### config.mk
export PLATFORM = sky130hd
export DESIGN_NAME = multicycle_controller
export DESIGN_NICKNAME = d
export VERILOG_FILES = /design/src/rtl/mc_pkg.sv /design/src/rtl/mc_alu_decode.sv /design/src/rtl/multicycle_controller.sv
export SDC_FILE = /design/constraint.sdc
export NUM_CORES = 1
export LEC_CHECK = 0
export BUFFER_PORTS_ARGS = -buffer_cell sky130_fd_sc_hd__buf_4
export CORE_UTILIZATION = 50
export DETAILED_ROUTE_END_ITERATION = 12
export MAX_ROUTING_LAYER = met4
export PLACE_DENSITY = 0.81
export SYNTH_ARGS = -nofsm -noshare
export SYNTH_HDL_FRONTEND = slang
export SYNTH_SLANG_ARGS = --single-unit
### constraint.sdc
create_clock -name Clock -period 2.6 [get_ports Clock]
set_clock_uncertainty 0.1 [all_clocks]
set_input_delay 0 -clock Clock [delete_from_list [all_inputs] [get_ports Clock]]
set_output_delay 0 -clock Clock [all_outputs]
set_load 0.02 [all_outputs]
### src/rtl/mc_pkg.sv
// Shared encodings for the multi-cycle MIPS-subset controller: FSM states,
// opcode/funct constants, ALU codes, mux selects and the control-word struct.
package mc_pkg;

    typedef enum logic [3:0] {
        S_FETCH   = 4'd0,
        S_DECODE  = 4'd1,
        S_MEMADR  = 4'd2,
        S_MEMRD   = 4'd3,
        S_MEMWB   = 4'd4,
        S_MEMWR   = 4'd5,
        S_REXEC   = 4'd6,
        S_RWB     = 4'd7,
        S_BRANCH  = 4'd8,
        S_JUMP    = 4'd9,
        S_IEXEC   = 4'd10,
        S_IWB     = 4'd11,
        S_ILLEGAL = 4'd12
    } state_t;

    localparam logic [5:0] OP_RTYPE = 6'b000000;
    localparam logic [5:0] OP_LW    = 6'b100011;
    localparam logic [5:0] OP_SW    = 6'b101011;
    localparam logic [5:0] OP_BEQ   = 6'b000100;
    localparam logic [5:0] OP_J     = 6'b000010;
    localparam logic [5:0] OP_ADDI  = 6'b001000;

    localparam logic [5:0] FN_ADD = 6'b100000;
    localparam logic [5:0] FN_SUB = 6'b100010;
    localparam logic [5:0] FN_AND = 6'b100100;
    localparam logic [5:0] FN_OR  = 6'b100101;
    localparam logic [5:0] FN_SLT = 6'b101010;
    localparam logic [5:0] FN_SLL = 6'b000000;
    localparam logic [5:0] FN_SRL = 6'b000010;

    localparam logic [3:0] ALU_ADD = 4'b0000;
    localparam logic [3:0] ALU_SUB = 4'b0001;
    localparam logic [3:0] ALU_AND = 4'b0010;
    localparam logic [3:0] ALU_OR  = 4'b0011;
    localparam logic [3:0] ALU_SLT = 4'b0100;
    localparam logic [3:0] ALU_SLL = 4'b1000;
    localparam logic [3:0] ALU_SRL = 4'b1001;

    localparam logic [1:0] SRCB_REG     = 2'b00;
    localparam logic [1:0] SRCB_FOUR    = 2'b01;
    localparam logic [1:0] SRCB_SEXT    = 2'b10;
    localparam logic [1:0] SRCB_SEXT_SH = 2'b11;

    localparam logic [1:0] PCSRC_ALU    = 2'b00;
    localparam logic [1:0] PCSRC_ALUOUT = 2'b01;
    localparam logic [1:0] PCSRC_JUMP   = 2'b10;

    typedef struct packed {
        logic       pc_write;
        logic       branch;
        logic       iord;
        logic       mem_read;
        logic       mem_write;
        logic       ir_write;
        logic       reg_dst;
        logic       mem_to_reg;
        logic       reg_write;
        logic       alu_src_a;
        logic [1:0] alu_src_b;
        logic [3:0] alu_op;
        logic [1:0] pc_source;
        logic       illegal;
    } ctrl_t;

endpackage

### src/rtl/mc_alu_decode.sv
// Combinational R-type funct lookup: ALU control code plus a valid flag for
// the funct values this datapath supports.
module mc_alu_decode
    import mc_pkg::*;
(
    input  logic [5:0] funct,
    output logic [3:0] alu_op,
    output logic       valid
);

    always_comb begin
        valid  = 1'b1;
        alu_op = ALU_ADD;
        case (funct)
            FN_ADD:  alu_op = ALU_ADD;
            FN_SUB:  alu_op = ALU_SUB;
            FN_AND:  alu_op = ALU_AND;
            FN_OR:   alu_op = ALU_OR;
            FN_SLT:  alu_op = ALU_SLT;
            FN_SLL:  alu_op = ALU_SLL;
            FN_SRL:  alu_op = ALU_SRL;
            default: valid  = 1'b0;
        endcase
    end

endmodule

### src/rtl/multicycle_controller.sv
// Sequencing FSM for the multi-cycle MIPS-subset datapath: Moore control word
// per state, memory-ready stalls, and a retired-instruction counter.
module multicycle_controller
    import mc_pkg::*;
#(
    parameter int CNT_W = 32
) (
    input  logic             Clock,
    input  logic             Reset,
    input  logic [5:0]       Op,
    input  logic [5:0]       Funct,
    input  logic             Zero,
    input  logic             MemReady,
    output logic             PCEn,
    output logic             IorD,
    output logic             MemRead,
    output logic             MemWrite,
    output logic             IRWrite,
    output logic             RegDst,
    output logic             MemtoReg,
    output logic             RegWrite,
    output logic             ALUSrcA,
    output logic [1:0]       ALUSrcB,
    output logic [3:0]       ALUOp,
    output logic [1:0]       PCSource,
    output logic             Illegal,
    output logic [3:0]       State,
    output logic [CNT_W-1:0] Retired
);

    state_t     state;
    state_t     state_next;
    ctrl_t      ctrl;
    logic [3:0] funct_alu_op;
    logic       funct_valid;
    logic       retire;

    mc_alu_decode u_alu_decode (
        .funct  (Funct),
        .alu_op (funct_alu_op),
        .valid  (funct_valid)
    );

    // NOTE: sequential state uses non-blocking assignments so every register
    // samples pre-edge values regardless of block ordering.
    always_ff @(posedge Clock or posedge Reset) begin
        if (Reset) state <= S_FETCH;
        else       state <= state_next;
    end

    always_comb begin
        state_next = S_FETCH;
        case (state)
            S_FETCH:  state_next = MemReady ? S_DECODE : S_FETCH;
            S_DECODE: begin
                case (Op)
                    OP_LW, OP_SW: state_next = S_MEMADR;
                    OP_RTYPE:     state_next = S_REXEC;
                    OP_BEQ:       state_next = S_BRANCH;
                    OP_J:         state_next = S_JUMP;
                    OP_ADDI:      state_next = S_IEXEC;
                    default:      state_next = S_ILLEGAL;
                endcase
            end
            S_MEMADR: state_next = (Op == OP_SW) ? S_MEMWR : S_MEMRD;
            S_MEMRD:  state_next = MemReady ? S_MEMWB : S_MEMRD;
            S_MEMWR:  state_next = MemReady ? S_FETCH : S_MEMWR;
            S_REXEC:  state_next = funct_valid ? S_RWB : S_ILLEGAL;
            S_IEXEC:  state_next = S_IWB;
            default:  state_next = S_FETCH;
        endcase
    end

    // NOTE: the whole control word is defaulted before the case so every path
    // assigns every field and no latch is inferred.
    always_comb begin
        ctrl = '0;
        case (state)
            S_FETCH: begin
                ctrl.mem_read  = 1'b1;
                ctrl.alu_src_b = SRCB_FOUR;
                ctrl.alu_op    = ALU_ADD;
                ctrl.pc_source = PCSRC_ALU;
                ctrl.ir_write  = MemReady;
                ctrl.pc_write  = MemReady;
            end
            S_DECODE: begin
                ctrl.alu_src_b = SRCB_SEXT_SH;
                ctrl.alu_op    = ALU_ADD;
            end
            S_MEMADR, S_IEXEC: begin
                ctrl.alu_src_a = 1'b1;
                ctrl.alu_src_b = SRCB_SEXT;
                ctrl.alu_op    = ALU_ADD;
            end
            S_MEMRD: begin
                ctrl.iord     = 1'b1;
                ctrl.mem_read = 1'b1;
            end
            S_MEMWB: begin
                ctrl.mem_to_reg = 1'b1;
                ctrl.reg_write  = 1'b1;
            end
            S_MEMWR: begin
                ctrl.iord      = 1'b1;
                ctrl.mem_write = 1'b1;
            end
            S_REXEC: begin
                ctrl.alu_src_a = 1'b1;
                ctrl.alu_src_b = SRCB_REG;
                ctrl.alu_op    = funct_alu_op;
            end
            S_RWB: begin
                ctrl.reg_dst   = 1'b1;
                ctrl.reg_write = 1'b1;
            end
            S_BRANCH: begin
                ctrl.alu_src_a = 1'b1;
                ctrl.alu_src_b = SRCB_REG;
                ctrl.alu_op    = ALU_SUB;
                ctrl.branch    = 1'b1;
                ctrl.pc_source = PCSRC_ALUOUT;
            end
            S_JUMP: begin
                ctrl.pc_write  = 1'b1;
                ctrl.pc_source = PCSRC_JUMP;
            end
            S_IWB:     ctrl.reg_write = 1'b1;
            S_ILLEGAL: ctrl.illegal   = 1'b1;
            default:   ctrl = '0;
        endcase
    end

    // An instruction retires on the edge that leaves its final state.
    always_comb begin
        retire = 1'b0;
        case (state)
            S_MEMWB, S_RWB, S_BRANCH, S_JUMP, S_IWB: retire = 1'b1;
            S_MEMWR: retire = MemReady;
            default: retire = 1'b0;
        endcase
    end

    always_ff @(posedge Clock or posedge Reset) begin
        if (Reset)       Retired <= '0;
        else if (retire) Retired <= Retired + 1'b1;
    end

    assign PCEn     = ctrl.pc_write | (ctrl.branch & Zero);
    assign IorD     = ctrl.iord;
    assign MemRead  = ctrl.mem_read;
    assign MemWrite = ctrl.mem_write;
    assign IRWrite  = ctrl.ir_write;
    assign RegDst   = ctrl.reg_dst;
    assign MemtoReg = ctrl.mem_to_reg;
    assign RegWrite = ctrl.reg_write;
    assign ALUSrcA  = ctrl.alu_src_a;
    assign ALUSrcB  = ctrl.alu_src_b;
    assign ALUOp    = ctrl.alu_op;
    assign PCSource = ctrl.pc_source;
    assign Illegal  = ctrl.illegal;
    assign State    = state;

endmodule
==> impl_metrics.env <==
export IMPL_status="finished, violations left"
export IMPL_violations="design-rule violations"
export IMPL_synthMuxAreaShare_pct=0.542
export IMPL_areaGrowthSynthToFinish_pct=31.7
export IMPL_synth_top_area_share_pct=43.3
export IMPL_drt_wl_total_um=4740
export IMPL_setup_viol_count_final=0
export IMPL_die_y_um=66.5
export IMPL_core_um2=4000
export IMPL_synth_top_area_cell="dfrtp_1"
export IMPL_numCtsBuffers=5
export IMPL_final_setup_tns_ns=0
export IMPL_die_w_um=66.5
export IMPL_post_cts_setup_buffer_count=0
export IMPL_antenna_found_initial=0
export IMPL_hold_violations=0
export IMPL_power_density_nw_per_um2=786
export IMPL_fin_util_pct=68.4
export IMPL_syn_area_um2=2080
export IMPL_drv_cap=0
export IMPL_synthCells=217
export IMPL_dieArea_um2=4420
export IMPL_routabilityCongestion=0.878
export IMPL_yosysUniqueCellTypes=47
export IMPL_grt_max_degree=37
export IMPL_ios=70
export IMPL_synth_edf_count=0
export IMPL_cts_max_path_buffers=2
export IMPL_placed_area_um2=2630
export IMPL_layout_setup_ws_ns=0.186
export IMPL_hold_worst_slack_ns=0.0211
export IMPL_crit_type="flop to output pin"
export IMPL_dp_cells=330
export IMPL_synth_compound_area_share_pct=7.59
export IMPL_cts_root_buf="clkbuf_8"
export IMPL_final_antenna_net_count=0
export IMPL_rsz0062_at_grt="false"
export IMPL_total_power_mw=2.15
export IMPL_design_area_um2=2740
export IMPL_syn_area_per_cell_um2=9.58
export IMPL_synth_ff_type="dfrtp_1"
export IMPL_synth_xor_area_share_pct=13.9
export IMPL_slew_headroom_pct=64.6
export IMPL_pre_cts_ws_ns=0.420
export IMPL_via_per_inst=5.45
export IMPL_finalNonFillerCells=340
export IMPL_drc=2
export IMPL_htree_levels=2
export IMPL_worst_pin_slew_ns=0.527
export IMPL_port_buffer_count=69
export IMPL_nNetsFinal=306
export IMPL_globalRouteTotalUtil_pct=23.8
export IMPL_cts_tree="built"
export IMPL_start_util_pct=52.0
export IMPL_clock_sinks=36
export IMPL_arrival_ns=2.31
export IMPL_grt_pass1_wl_um=7830
export IMPL_required_ns=2.50
export IMPL_worstSkewPairLatency_ns=0.29
export IMPL_hold_class="input port to flop"
export IMPL_hold_depth=4
export IMPL_ys_warn_count=0
export IMPL_synth_top_family_by_area="simple AND/OR/NAND/NOR gates"
export IMPL_drtIter0Drc=100
export IMPL_cts_clk_slew_worst_paths_ns=0.07
export IMPL_p_leak_nw=1.33
export IMPL_synth_top_cells_by_area="dfrtp_1 (43%), xnor2_1 (10%), nor2_1 (4.3%)"
export IMPL_endpoint_kind="output pin"
export IMPL_synth_nets=234
export IMPL_crit_fanout=14
export IMPL_routed_via_count=1854
export IMPL_ys_ff_latch=36
export IMPL_num_rows=23
export IMPL_synth_simple_gate_area_share_pct=30.4
export IMPL_wl_per_cell_um=13.9
export IMPL_drt_pass1_iter_count=8
export IMPL_grt_pass1_vias=1746
export IMPL_slew_violations=0
export IMPL_hpwlAfterDp_um=3610
export IMPL_fmax_mhz=414
export IMPL_rr_worst_depth=5
export IMPL_critPathLaunchType="flop"
export IMPL_n_antenna_cell=0
export IMPL_overflow=0
export IMPL_vdd_drop_max_mv=0.675
export IMPL_period_needed_ns=2.41
export IMPL_synthArstFlopShare_pct=100
export IMPL_drive_above_1_share_pct=33.1
export IMPL_post_route_period_util_pct=92.8
export IMPL_synth_seq_area_share_pct=43.3
export IMPL_synth_adder_area_share_pct=0.602
==> cell usage in the layout, fill, tap and decap left out, types with 3 or more instances in the layout <==
cell type  count
xnor2_1       24
a21oi_1        5
nand2_1       14
and3_2         3
o21ai_0        7
buf_4         72
inv_1          5
nand4_1       10
nand3_1       10
xor2_1         9
clkbuf_8       6
nand2b_1       5
nor2_1        24
nor4_1         5
dfrtp_1       36
and3_1         6
nor3_1         9
or2_2          4
==> area by class of cell <==
cell class / instances / area [µm²]
multi-input combinational: 167 / 1100
inverter: 5 / 18.8
clock inverter: 2 / 10.0
sequential: 36 / 901
fill: 325 / 1260
clock buffer: 6 / 82.6
timing repair buffer: 74 / 561
tap: 50 / 62.6
==> path summary, 6_finish.rpt <==
| kind | from | endpoint | slack (ns) |
|---|---|---|---|
| max | State[1] | ALUOp[3] | 0.19 |
| min | Op[2] | State[2] | 0.02 |
| max reg2reg | State[1] | Retired[31] | 0.40 |
| min reg2reg | Retired[31] | Retired[31] | 0.38 |
| max in group asynchronous | Reset | State[2] | 1.81 |
| min in group asynchronous | Reset | Retired[19] | 0.27 |
==> Yosys cell counts, types with 3 or more instances <==
| library cell | instances |
|---|---|
| inv_1 | 5 |
| buf_2 | 3 |
| and3_2 | 3 |
| dfrtp_1 | 36 |
| xnor2_1 | 24 |
| nand2b_1 | 5 |
| and3_1 | 6 |
| clkbuf_1 | 3 |
| nor3_1 | 9 |
| nand3_1 | 10 |
| nand4_1 | 10 |
| nor2_1 | 24 |
| nand2_1 | 14 |
| or2_2 | 4 |
| o21ai_0 | 7 |
| nor4_1 | 5 |
| a21oi_1 | 5 |
| xor2_1 | 9 |
==> repair_timing <==
action	4_1_cts	5_1_grt
hold buffers	2	0
hold endpoints to repair	37	0
resized for setup	0	0
==> per-layer routing <==
metal | routed length (µm) | up-vias | track usage [%]
met1 | 2100 | 884 | 30.4
met4 | 78 | 0 | 8.24
met5 | 0 | - | -
li1 | - | 915 | -
met3 | 185 | 9 | 4.28
met2 | 2370 | 46 | 38.1
==> where the power goes <==
group | internal, mW | switching (mW) | total, mW | leakage [nW]
logic | 0.425 | 0.568 | 0.993 | 0.786
clock network | 0.211 | 0.196 | 0.407 | 0.0510
registers | 0.633 | 0.119 | 0.752 | 0.489
total | 1.27 | 0.883 | 2.15 | 1.33
==> sequential cells by signal (all words and copies together), names as in the netlist <==
register / flops
Retired: 32
State: 4
==> kinds of logic (layout without fill, tap and decap cells) <==
family	count (synthesis)	after routing
compound gates	24	24
xor+xnor	33	33
fa+ha+maj	1	1
buf+inv	14	87
flops	36	36
mux	1	1
simple gates	108	108
==> critical path, cell delays in order, from the launching register on <==
cell	delay (ns)
dfrtp_1	0.58
nand2b_1	0.29
or2_2	0.39
or3_1	0.36
nor4_1	0.22
buf_4	0.20
No activity file was read; power rests on OpenSTA's default activity.
